[config.mk]
export PLATFORM = sky130hd
export DESIGN_NAME = pc_sequencer
export DESIGN_NICKNAME = d
export VERILOG_FILES = /design/src/rtl/pc_sequencer.sv
export SDC_FILE = /design/constraint.sdc
export NUM_CORES = 1
export LEC_CHECK = 0
export ABC_CLOCK_PERIOD_IN_PS = 3800
export BUFFER_PORTS_ARGS = -buffer_cell sky130_fd_sc_hd__buf_2
export CAP_MARGIN = 20
export CORE_MARGIN = 2
export CORE_UTILIZATION = 35
export DETAILED_ROUTE_END_ITERATION = 16
export SLEW_MARGIN = 20
export SYNTH_ARGS = -nofsm -noshare
export SYNTH_HDL_FRONTEND = slang
export SYNTH_SLANG_ARGS = --single-unit
[constraint.sdc]
create_clock -name clk -period 3.8 [get_ports clk]
set_input_delay 0.76 -clock clk [delete_from_list [all_inputs] [get_ports clk]]
set_output_delay 0.76 -clock clk [all_outputs]
set_load 0.03 [all_outputs]
[src/rtl/pc_sequencer.sv]
// rtl/pc_sequencer.sv - program counter, five-stage cycle sequencer and return-address stack
module pc_sequencer #(
  parameter int                    ADDR_WIDTH  = 16,
  parameter int                    STACK_DEPTH = 8,
  parameter logic [ADDR_WIDTH-1:0] RESET_PC    = '0
) (
  input  logic                           clk,
  input  logic                           rst,
  input  logic                           mem_ready,
  input  logic [1:0]                     branch,
  input  logic                           push,
  input  logic                           pop,
  input  logic                           brfl_control,
  input  logic                           flag_in,
  input  logic                           halt,
  input  logic [ADDR_WIDTH-1:0]          target,
  output logic [ADDR_WIDTH-1:0]          pc,
  output logic [2:0]                     stage,
  output logic                           fetch_en,
  output logic [$clog2(STACK_DEPTH):0]   sp,
  output logic                           stack_full,
  output logic                           stack_empty,
  output logic                           stack_err,
  output logic                           halted
);

  localparam int IW  = $clog2(STACK_DEPTH);
  localparam int SPW = IW + 1;

  typedef enum logic [2:0] {
    S_IFH = 3'b000,
    S_ID  = 3'b001,
    S_EX  = 3'b010,
    S_MEM = 3'b011,
    S_WB  = 3'b100
  } stage_t;

  stage_t                state, state_next;
  logic [ADDR_WIDTH-1:0] pc_next, pc_inc;
  logic [SPW-1:0]        sp_next;
  logic                  err_next, halted_next, push_en;
  logic [IW-1:0]         wr_idx, rd_idx;
  logic [ADDR_WIDTH-1:0] stack_mem [STACK_DEPTH];

  // Low bits of sp address the RAM; sp-1 in those bits wraps the same way as sp itself.
  assign wr_idx      = sp[IW-1:0];
  assign rd_idx      = wr_idx - IW'(1);
  assign pc_inc      = pc + ADDR_WIDTH'(1);
  assign stack_full  = (sp == SPW'(STACK_DEPTH));
  assign stack_empty = (sp == '0);
  assign fetch_en    = (state == S_IFH) && !halted;
  assign stage       = state;

  // Stage register.
  always_ff @(posedge clk) begin
    if (rst) state <= S_IFH;
    else     state <= state_next;
  end

  // Stage stepping: MEM waits for the memory handshake, a halted core parks in IFH.
  always_comb begin
    state_next = state;
    case (state)
      S_IFH:   state_next = halted ? S_IFH : S_ID;
      S_ID:    state_next = S_EX;
      S_EX:    state_next = S_MEM;
      S_MEM:   state_next = mem_ready ? S_WB : S_MEM;
      S_WB:    state_next = S_IFH;
      default: state_next = S_IFH;
    endcase
  end

  // Control decode: controls only matter on the WB cycle; halt overrides every branch form.
  always_comb begin
    pc_next     = pc;
    sp_next     = sp;
    err_next    = stack_err;
    halted_next = halted;
    push_en     = 1'b0;
    if (state == S_WB && !halted) begin
      if (halt) begin
        halted_next = 1'b1;
      end else begin
        pc_next = pc_inc;
        case (branch)
          2'b01: begin
            if (push && !pop) begin
              if (!stack_full) begin
                push_en = 1'b1;
                sp_next = sp + SPW'(1);
                pc_next = target;
              end else begin
                err_next = 1'b1;
              end
            end else if (pop && !push) begin
              if (!stack_empty) begin
                sp_next = sp - SPW'(1);
                pc_next = stack_mem[rd_idx];
              end else begin
                err_next = 1'b1;
              end
            end
          end
          2'b10: begin
            if (!brfl_control || flag_in) pc_next = target;
          end
          default: pc_next = pc_inc;
        endcase
      end
    end
  end

  // Architectural registers; the stack RAM contents survive reset.
  always_ff @(posedge clk) begin
    if (rst) begin
      pc        <= RESET_PC;
      sp        <= '0;
      stack_err <= 1'b0;
      halted    <= 1'b0;
    end else begin
      pc        <= pc_next;
      sp        <= sp_next;
      stack_err <= err_next;
      halted    <= halted_next;
    end
  end

  // Return-address write on a successful call.
  always_ff @(posedge clk) begin
    if (push_en && !rst) stack_mem[wr_idx] <= pc_inc;
  end

endmodule

==> results of run 1 <==
through the flow:
stage	cells	total power, mW	area (sq um)	worst slack (ps)	utilization, %
6_report	868	3.616	8297	907.6	41.40
5_1_grt	868	3.726	8297	779.6	41.40
4_1_cts	868	3.649	8297	877.2	41.40
3_5_place_dp	836	1.965	7709	812.6	38.47
3_3_place_gp	836	1.963	7709	833.2	38.47
2_1_floorplan	521	1.916	7076	46.23	-
worst max path at each step:
| stage | endpoint | slack (ps) |
|---|---|---|
| global placement | stack_mem[1][11]$_DFFE_PP_ | 830 |
| global route | stack_full | 780 |
| floorplan | stack_mem[1][0]$_DFFE_PP_ | 50 |
| finish | stack_full | 910 |
| detailed placement | stack_mem[1][10]$_DFFE_PP_ | 810 |
| CTS | stack_full | 880 |
per-layer routing:
metal / up-vias / part of all wire, % / global-route usage (%) / wire, um
met5: - / 0 / 0 / 0
met4: 0 / 2.3 / 6.845 / 392
met3: 23 / 6.1 / 3.719 / 1047
met2: 190 / 48 / 26.39 / 8214
met1: 2378 / 44 / 22.37 / 7601
li1: 2158 / - / - / -
Yosys cell counts, drive strengths merged (2+ instances only):
cell / n
clkbuf: 18
nand3b: 3
mux2i: 7
nor2b: 2
a211oi: 8
a21o: 2
a31oi: 7
nand2: 38
xor2: 9
nor3: 7
a32o: 2
nand2b: 5
o31ai: 3
o221ai: 2
o211ai: 4
o21ai: 31
nor4: 3
nand3: 8
o22ai: 3
ha: 8
nand4: 4
o21a: 3
and3: 8
buf: 12
a221oi: 7
edfxtp: 128
mux4: 32
dfxtp: 25
nor3b: 2
a22o: 2
o31a: 2
inv: 19
a2111oi: 4
a311oi: 5
nor2: 43
o32ai: 5
xnor2: 12
a21oi: 24
and2: 5
and4: 2
flip-flops by register name, indices dropped and copies added, names as in the netlist:
register,cells
halted,1
pc,16
stack_err,1
sp,4
stage,3
stack_mem,128
power by group:
group	leakage [nW]	total (mW)	internal, mW	switching, mW
Combinational	1.24	0.131	0.0434	0.0877
Clock	0.285	1.68	1.03	0.650
Sequential	1.49	1.80	1.80	0.00456
Total	3.02	3.62	2.87	0.742
cell families (layout without fill, tap and decap cells):
| logic type | Yosys count | in the layout | share of synthesized area (%) |
|---|---|---|---|
| buf+inv | 50 | 127 | 3.130 |
| fa+ha+maj | 9 | 9 | 1.698 |
| compound gates | 119 | 119 | 11.21 |
| xor+xnor | 21 | 21 | 2.865 |
| flops | 153 | 153 | 61.40 |
| mux | 39 | 39 | 11.18 |
| simple gates | 130 | 130 | 8.523 |
worst min-delay path, stage by stage (launching register included):
cell,delay (ps)
dfxtp_1,340
a21oi_1,50
nor2_1,70
layout by cell type, fill, tap and decap left out, types with 4 or more instances in the layout:
| cell | count |
|---|---|
| edfxtp_1 | 128 |
| buf_2 | 53 |
| nor2_1 | 43 |
| nand2_1 | 38 |
| mux4_2 | 32 |
| o21ai_0 | 30 |
| a21oi_1 | 24 |
| dfxtp_1 | 24 |
| buf_4 | 22 |
| inv_1 | 19 |
| clkbuf_16 | 17 |
| xnor2_1 | 12 |
| and3_1 | 8 |
| nand3_1 | 8 |
| xor2_1 | 8 |
| a211oi_1 | 8 |
| ha_1 | 8 |
| a221oi_1 | 7 |
| mux2i_1 | 7 |
| a31oi_1 | 7 |
| nand2b_1 | 5 |
| and2_1 | 5 |
| nor3_1 | 5 |
| o32ai_1 | 5 |
| a311oi_1 | 5 |
| nand4_1 | 4 |
| o211ai_1 | 4 |
| clkbuf_1 | 4 |
final cells by class:
cell class	count	area, sq um
clock buffer	21	440.4
clock inverter	11	147.6
fill	1878	11740
inverter	20	75.07
multi-input combinational	318	2520
sequential	153	4345
tap	270	337.8
timing repair buffer	75	430.4
==> results.md, run 1 <==
- Status: finished clean
- DRC viols: 0
- Register area share after synthesis: 61.40%
- Layout cells sized above 1: between 20% and 30%
- Library cells used by synthesis: 53
- GP Congestion: 0.8801
- Antenna Violating Nets Remaining: 0
- EDFF count, synth: 128
- Worst path cell trace: inv_1 -> ha_1 -> nand3b_1 -> clkinv_1 -> buf_2
- Setup TNS: 0 ps
- MaxCap Viol Count: 0
- Slowest-stage cell, CP: dfxtp_1
- Die width: 146.2 um
- Arr. time, crit path: 2130 ps
- CP startpoint: sp[1]$_SDFFE_PP0P_
- FF+latch count, synth: about 150
- Worst reg-to-reg path cell count: 7
- Leakage power: roughly 3 nW
- Slew margin rel.: 35.40%
- Drt via density: 5.471
- First-pass GRT wire length: 27320 um
- Hold Crit Start: stack_err$_SDFFE_PP0P_
- Cts hold-fix bufs: 0
- Port Buffers: between 50 and 60
- Clk root buf: clkbuf_16
- Setup crit start kind: flop
- Post-synth ARST share: 0%
- CP Capture Type: primary output
- Die height: 146.2 um
- Required time worst endpoint: just over 3000 ps
- Clock-pin transition on the worst setup and hold timing paths: about 60 ps
- Maximum vdd drop: 0.3180 mV
- Clock Skew: 6.791 ps
- Setup Fix Bufs, Post-CTS: 0
- Final net count: 620
- Syn Inst Count: about 520
- Critical Path Stages: 5
- Period utilization: 76.12%
- Hold Path Class: reg -> reg
- Worst R2R Start: pc[0]$_SDFFE_PP0P_
- CP Class: reg -> out
- Area grow syn2layout: 17.26%
- Pwr per Cell Area: 435.9 nW/um^2
- Top cell type's share of synthesized area: 54.32%
- CP max FO: 8
- Grt ovf: 0
- Synthesized area per cell: 13.58 sq um
- I/O pins: 54
- Syn Std Cell Area: 7076 sq um
- Starting Density: 35.31%
- CTS tree: built
- Critical path buffer and inverter count: 3
- R2R Setup Slk: approximately 1100 ps
- Max clock buf depth: 2
- Final setup violation count: 0
- Worst Max-Slew Pin Slew: about 960 ps
- Antenna diodes: 0
- Final WL: about 17000 um
- Final-report max-slew violation count: 0
- Post_cts resized: 0
- Detailed Route Iter0 Violations: 357
- H-tree levels: 4
- F_max: approximately 350 MHz
- Total number of vias: 4749
- Period minus WS final: approximately 2900 ps
- Hold Violations, Final: 0
- Total Die Area: 21370 sq um
- CTS buffer count: 17
- Worst hold endpoint: stack_err$_SDFFE_PP0P_
- Clock sink count: 153
- Avg WL per Cell: 19.88 um
- Synth area leaders: edfxtp_1, mux4_2, dfxtp_1
- Syn Nets: 556
- CP top delay family: buffers and inverters
- Commonest register cell after synthesis: edfxtp_1
- TritonRoute pass-1 iters: 5
- Clk Latency, worst-skew pair: 420 ps
- Hold slack final: 496.3 ps
- R2R Path End: pc[2]$_SDFFE_PP0P_
- Vias in the first global route: 4706
- RSZ-0062 raised after global routing: no
- Largest net degree at the start of global routing: 37
- Cell accounting for the most synthesized area: edfxtp_1
- Yosys warning count: 0
- Hold Crit Depth: 2
- Core area: approximately 20000 sq um
- Slowest stage delay, CP: 490 ps
- Hpwl dp: 11790 um
- Global Route Usage Sum: 16.67%
- Num rows: between 50 and 60
- Antenna violations before repair: 0
Power figures use the tool's default switching activity.
==> inputs of run 2 (changes only) <==
--- a/config.mk
+++ b/config.mk
@@ -5,7 +5,7 @@
 export SDC_FILE = /design/constraint.sdc
 export NUM_CORES = 1
 export LEC_CHECK = 0
-export ABC_CLOCK_PERIOD_IN_PS = 3800
+export ABC_CLOCK_PERIOD_IN_PS = 2720
 export BUFFER_PORTS_ARGS = -buffer_cell sky130_fd_sc_hd__buf_2
 export CAP_MARGIN = 20
 export CORE_MARGIN = 2
==> constraint.sdc (replaced) <==
create_clock -name clk -period 2.72 [get_ports clk]
set_input_delay 0.544 -clock clk [delete_from_list [all_inputs] [get_ports clk]]
set_output_delay 0.544 -clock clk [all_outputs]
set_load 0.03 [all_outputs]
==> run 2 against run 1 <==
  * Global-route usage rose by 0.63 points
  * Hold slack worse by 97 ps
  * Setup slack got worse by 560 ps
  * Sequential cell count unchanged
  * Die area did not move
  * Combinational power rose by 46%
  * Via count is 0.95% higher
  * Clock-buffer cell count fell by 3
  * Utilization up 1.4 points
  * Critical path depth did not move
==> results.md, run 2 (same netlist as run 1, synthesis figures left out) <==
- RSZ-0062 raised after global routing: no
- Vias in the first global route: 4819 (+2.4%)
- R2R Setup Slk: 370 ps (-730 ps)
- CTS buffer count: 17 (unchanged)
- Die width: 146.2 um (unchanged)
- Final WL: 17690 um (+2.5%)
- Starting Density: 35.31% (unchanged)
- Setup TNS: 0 ps (unchanged)
- Drt via density: 5.417 (-0.99%)
- Pwr per Cell Area: 598.1 nW/um^2 (+37%)
- MaxCap Viol Count: 0 (unchanged)
- CP top delay family: buffers and inverters
- I/O pins: 54 (unchanged)
- Clock sink count: 153 (unchanged)
- Total Die Area: 21370 sq um (unchanged)
- CP Class: reg -> out
- CP Capture Type: primary output
- Clock Skew: 10.98 ps (+4.193 ps)
- R2R Path End: pc[5]$_SDFFE_PP0P_
- Avg WL per Cell: 19.99 um (+0.57%)
- Worst Max-Slew Pin Slew: 609.7 ps (-352.5 ps)
- Slowest-stage cell, CP: dfxtp_4
- Antenna violations before repair: 0 (unchanged)
- Global Route Usage Sum: 17.31% (+0.63 points)
- Clk Latency, worst-skew pair: 420 ps (about the same)
- Final net count: 638 (+2.9%)
- H-tree levels: 4 (unchanged)
- F_max: 421.2 MHz
- Layout cells sized above 1: 27.48% (+4.1 points)
- Hold Crit Depth: 3 (+1)
- Post-layout util: 42.78% (+1.4 points)
- TritonRoute pass-1 iters: 5 (unchanged)
- Pwr Total: 5.127 mW (+42%)
- GP Congestion: 0.9387 (+6.7%)
- Status: finished clean
- Hold Crit Start: halt
- Maximum vdd drop: 0.4282 mV (+35%)
- Cts hold-fix bufs: 0 (unchanged)
- Total number of vias: 4794 (+0.95%)
- Commonest cells after routing, fill and taps aside: edfxtp_1, buf_2, buf_4, nor2_1, nand2_1
- Leakage power: 3.129 nW (+3.7%)
- First-pass GRT wire length: 28230 um (+3.3%)
- Antenna Violating Nets Remaining: 0 (unchanged)
- Core area: 20040 sq um (unchanged)
- Clock-pin transition on the worst setup and hold timing paths: 60 ps (about the same)
- Port Buffers: 53 (unchanged)
- Num rows: 52 (unchanged)
- Post_cts resized: 0 (unchanged)
- Slew margin rel.: 59.35% (+24 points)
- Hold Path Class: in -> reg
- Worst R2R Start: sp[0]$_SDFFE_PP0P_
- Number of flip-flops in the largest register: 128 (unchanged)
- Area after DPL: 7968 sq um (+3.4%)
- Clk root buf: clkbuf_16
- Detailed Route Iter0 Violations: 374 (+4.8%)
- CP max FO: 7 (-1)
- Hold Violations, Final: 0 (unchanged)
- Top Registers: stack_mem x128, pc x16, sp x4
- Worst path cell trace: clkinvlp_4 -> ha_4 -> nand3b_1 -> clkinv_1 -> buf_2
- Final instance area: 8573 sq um (+3.3%)
- Slowest stage delay, CP: 370 ps (-120 ps)
- Max clock buf depth: 2 (unchanged)
- Final setup violation count: 0 (unchanged)
- CTS tree: built
- Largest net degree at the start of global routing: 37 (unchanged)
- Dpl cells: 854 (+2.2%)
- Top reg by flops: stack_mem
- Worst reg-to-reg path cell count: 9 (+2)
- Fill count: 1831 (-2.5%)
- DRC viols: 0 (unchanged)
- Die height: 146.2 um (unchanged)
- Area grow syn2layout: 21.17%
- Most common cell after layout, fill and taps aside: edfxtp_1
- Worst hold endpoint: halted$_SDFFE_PP0P_
- Grt ovf: 0 (unchanged)
- Period utilization: between 80 and 90%
- Final-report max-slew violation count: 0 (unchanged)
- Arr. time, crit path: 1830 ps (-300 ps)
- Final Non-Filler Cells: 885 (+2.0%)
- Required time worst endpoint: 2180 ps (-860 ps)
- Period minus WS final: roughly 2400 ps
- Setup Fix Bufs, Post-CTS: 0 (unchanged)
- Hpwl dp: 12090 um (+2.6%)
- Antenna diodes: 0 (unchanged)
- Critical path buffer and inverter count: 3 (unchanged)
- Setup crit start kind: flop
## run 2: cell types whose count changed in the layout (fill, tap and decap cells not counted), sizes merged
cell | previous run | this run
buf | 75 | 93
clkinv | 7 | 8
bufinv | 3 | 4
clkinvlp | 1 | 2
inv | 20 | 19
clkbuf | 21 | 18
## run 2: worst max-delay path by stage
stage / from / end / slack, ps / cells past startpoint
2_1_floorplan: sp[0]$_SDFFE_PP0P_ / stack_mem[1][0]$_DFFE_PP_ / -40 / 11
3_3_place_gp: pop / sp[3]$_SDFFE_PP0P_ / 330 / 11
3_5_place_dp: pop / sp[3]$_SDFFE_PP0P_ / 270 / 11
4_1_cts: sp[0]$_SDFFE_PP0P_ / stack_full / 330 / 5
5_1_grt: sp[0]$_SDFFE_PP0P_ / pc[5]$_SDFFE_PP0P_ / 180 / 9
6_report: sp[0]$_SDFFE_PP0P_ / stack_full / 350 / 5
## run 2: routing by layer
layer  share of wire, %  vias to the layer above  track usage, %
li1                   -                     2193               -
met1                 42                     2393           23.16
met2                 49                      180           28.02
met3                6.1                       28           3.063
met4                2.1                        0           7.233
met5                  0                        -               0
## run 2: per-stage QoR
step / worst slack, ps / hold WS [ps]
2_1_floorplan: -37.79 / 621.0
3_3_place_gp: 327.6 / 453.4
3_5_place_dp: 267.9 / 468.3
4_1_cts: 327.7 / 375.0
5_1_grt: 175.6 / 404.2
6_report: 345.9 / 398.9
## run 2: worst min-delay path: stages
cell,delay [ps]
buf_2,90
a31oi_1,70
nor2_1,80
## run 2: cell type report
type                       count  area [sq um]  area share (%)
clock inverter                13         176.4           2.058
inverter                      20         78.83          0.9194
multi-input combinational    318          2613           30.47
tap                          270         337.8           3.940
sequential                   153          4348           50.72
timing repair buffer          93         590.6           6.888
clock buffer                  18         429.2           5.006
## run 2: report_power, final
group          internal (mW)  switching [mW]
logic                 0.0662           0.125
clock network           1.52           0.898
registers               2.51         0.00701
==> inputs of run 3 (changes only) <==
--- a/config.mk
+++ b/config.mk
@@ -9,7 +9,7 @@
 export BUFFER_PORTS_ARGS = -buffer_cell sky130_fd_sc_hd__buf_2
 export CAP_MARGIN = 20
 export CORE_MARGIN = 2
-export CORE_UTILIZATION = 35
+export CORE_UTILIZATION = 39
 export DETAILED_ROUTE_END_ITERATION = 16
 export SLEW_MARGIN = 20
 export SYNTH_ARGS = -nofsm -noshare
==> run 3 against run 2 <==
  * Sequential cell count is the same
  * Global-route usage is 1.3 points higher
  * Die area shrank 10%
  * Critical endpoint is now pc[8]$_SDFFE_PP0P_
  * Largest power group unchanged
==> results.md, run 3 (same netlist as run 1, synthesis figures left out) <==
- Clock Skew: 11.96 ps (+0.9757 ps)
- CTS tree: built
- Antenna violations before repair: 0 (unchanged)
- Worst hold endpoint: halted$_SDFFE_PP0P_
- Clk root buf: clkbuf_16
- Die height: 138.7 um (-5.1%)
- Area after DPL: 7929 sq um (-0.49%)
- Layout cells sized above 1: 28.08% (+0.60 points)
- R2R Setup Slk: 300 ps (-70 ps)
- F_max: 413.8 MHz (-1.8%)
- Worst reg-to-reg path cell count: 7 (-2)
- Antenna diodes: 0 (unchanged)
- First-pass GRT wire length: 27570 um (-2.3%)
- Clk Latency, worst-skew pair: 420 ps (about the same)
- Final setup violation count: 0 (unchanged)
- Setup Fix Bufs, Post-CTS: 0 (unchanged)
- Final net count: 638 (unchanged)
- DRC viols: 0 (unchanged)
- Core area: 17900 sq um (-11%)
- Drt via density: 5.693 (+5.1%)
- Leakage power: 3.125 nW (-0.13%)
- Area grow syn2layout: 20.50%
- Period minus WS final: 2417 ps (+42.47 ps)
- Final instance area: 8526 sq um (-0.55%)
- Final-report max-slew violation count: 0 (unchanged)
- Maximum vdd drop: 0.4124 mV (-3.7%)
- Hold Crit Start: halt
- Required time worst endpoint: 3020 ps (+840 ps)
- Largest net degree at the start of global routing: 37 (unchanged)
- Cts hold-fix bufs: 0 (unchanged)
- Met3 WL: 1022 um (-5.3%)
- Hold Violations, Final: 0 (unchanged)
- MaxCap Viol Count: 0 (unchanged)
- Period utilization: 88.84% (+1.6 points)
- Top Metal Used: met4
- Final WL: 17640 um (-0.32%)
- Pwr per Cell Area: 590.8 nW/um^2 (-1.2%)
- Starting Density: 39.52% (+4.2 points)
- Max clock buf depth: 2 (unchanged)
- Top reg by flops: stack_mem
- Arr. time, crit path: 2720 ps (+890 ps)
- Total number of vias: 4811 (+0.35%)
- Setup crit start kind: flop
- Slew margin rel.: 42.95% (-16 points)
- Worst R2R Start: sp[0]$_SDFFE_PP0P_
- Avg WL per Cell: 20.87 um (+4.4%)
- TritonRoute pass-1 iters: 5 (unchanged)
- Post_cts resized: 0 (unchanged)
- Routed length on met2: 8546 um (-2.3%)
- H-tree levels: 4 (unchanged)
- Die width: 138.7 um (-5.1%)
- Commonest cells after routing, fill and taps aside: edfxtp_1, buf_2, buf_4, nor2_1, nand2_1
- Global Route Usage Sum: 18.65% (+1.3 points)
- RSZ-0062 raised after global routing: no
- CP max FO: 15 (+8)
- Met1 Wirelength: 7506 um (+0.20%)
- Top Registers: stack_mem x128, pc x16, sp x4
- Hold Crit Depth: 3 (unchanged)
- Detailed Route Iter0 Violations: 411 (+9.9%)
- Antenna Violating Nets Remaining: 0 (unchanged)
- Port Buffers: 53 (unchanged)
- R2R Path End: pc[8]$_SDFFE_PP0P_
- Final Non-Filler Cells: 845 (-4.5%)
- Vias in the first global route: 4838 (+0.39%)
- Hold Path Class: in -> reg
- I/O pins: 54 (unchanged)
- Grt ovf: 0 (unchanged)
- GP Congestion: 0.8606 (-8.3%)
- CP Capture Type: flop
- Most common cell after layout, fill and taps aside: edfxtp_1
- Number of flip-flops in the largest register: 128 (unchanged)
- Hpwl dp: 12090 um (about the same)
- Dpl cells: 813 (-4.8%)
- CP startpoint: sp[0]$_SDFFE_PP0P_
- CTS buffer count: 17 (unchanged)
- Num rows: 49 (-5.8%)
- Status: finished clean
- Clock sink count: 153 (unchanged)
- Setup TNS: 0 ps (unchanged)
- Post-layout util: 47.62% (+4.8 points)
- Worst Max-Slew Pin Slew: 852.8 ps (+243.1 ps)
- Clock-pin transition on the worst setup and hold timing paths: 70 ps (about the same)
- Total Die Area: 19240 sq um (-10%)
- CP Class: reg -> reg
==> run 3: cell count changes in the layout (fill, tap and decap cells not counted), sizes merged <==
cell,change
clkinvlp,+1
clkinv,-3
inv,+8
bufinv,-4
clkbuf,-1
==> run 3: worst max-delay path: stages, from the launching register on <==
cell,delay (ps)
dfxtp_4,380
clkinvlp_4,150
ha_4,450
mux4_2,330
mux2i_1,380
a221oi_1,130
a2111oi_0,370
nor3_1,90
==> run 3: layout make-up <==
class                      count  area (sq um)
clock buffer                  17         425.4
inverter                      20         78.83
tap                          229         286.5
multi-input combinational    318          2613
clock inverter                15         171.4
timing repair buffer          93         603.1
sequential                   153          4348
fill                        1529          9376
==> run 3: per-layer routing <==
metal | vias to the layer above | track usage (%)
met4 | 0 | 7.974
met2 | 178 | 29.94
li1 | 2198 | -
met5 | - | 0
met3 | 38 | 5.110
met1 | 2397 | 24.03
==> run 3: metrics by stage <==
stage | hold slack [ps] | worst slack [ps] | total power [mW]
after floorplan | 621.0 | -37.79 | 2.678
after global placement | 453.3 | 326.4 | 2.755
after detailed placement | 486.8 | 251.0 | 2.757
after CTS | 398.5 | 328.4 | 5.070
after global routing | 417.9 | 102.1 | 5.200
final | 407.2 | 303.5 | 5.037
==> run 3: how the worst max path moves through the flow <==
stage               slack [ps]  cells after the start                        end
detailed placement         250                     11         sp[3]$_SDFFE_PP0P_
finish                     300                      7         pc[8]$_SDFFE_PP0P_
global placement           330                     11         sp[3]$_SDFFE_PP0P_
global route               100                      7         pc[2]$_SDFFE_PP0P_
floorplan                  -40                     11  stack_mem[1][0]$_DFFE_PP_
CTS                        330                      7         pc[8]$_SDFFE_PP0P_
==> run 3: power by group <==
| part | switching, mW | internal (mW) | total, mW |
|---|---|---|---|
| Sequential | 0.00613 | 2.51 | 2.51 |
| Clock | 1.09 | 1.24 | 2.33 |
| Combinational | 0.124 | 0.0721 | 0.196 |
| Total | 1.22 | 3.82 | 5.04 |
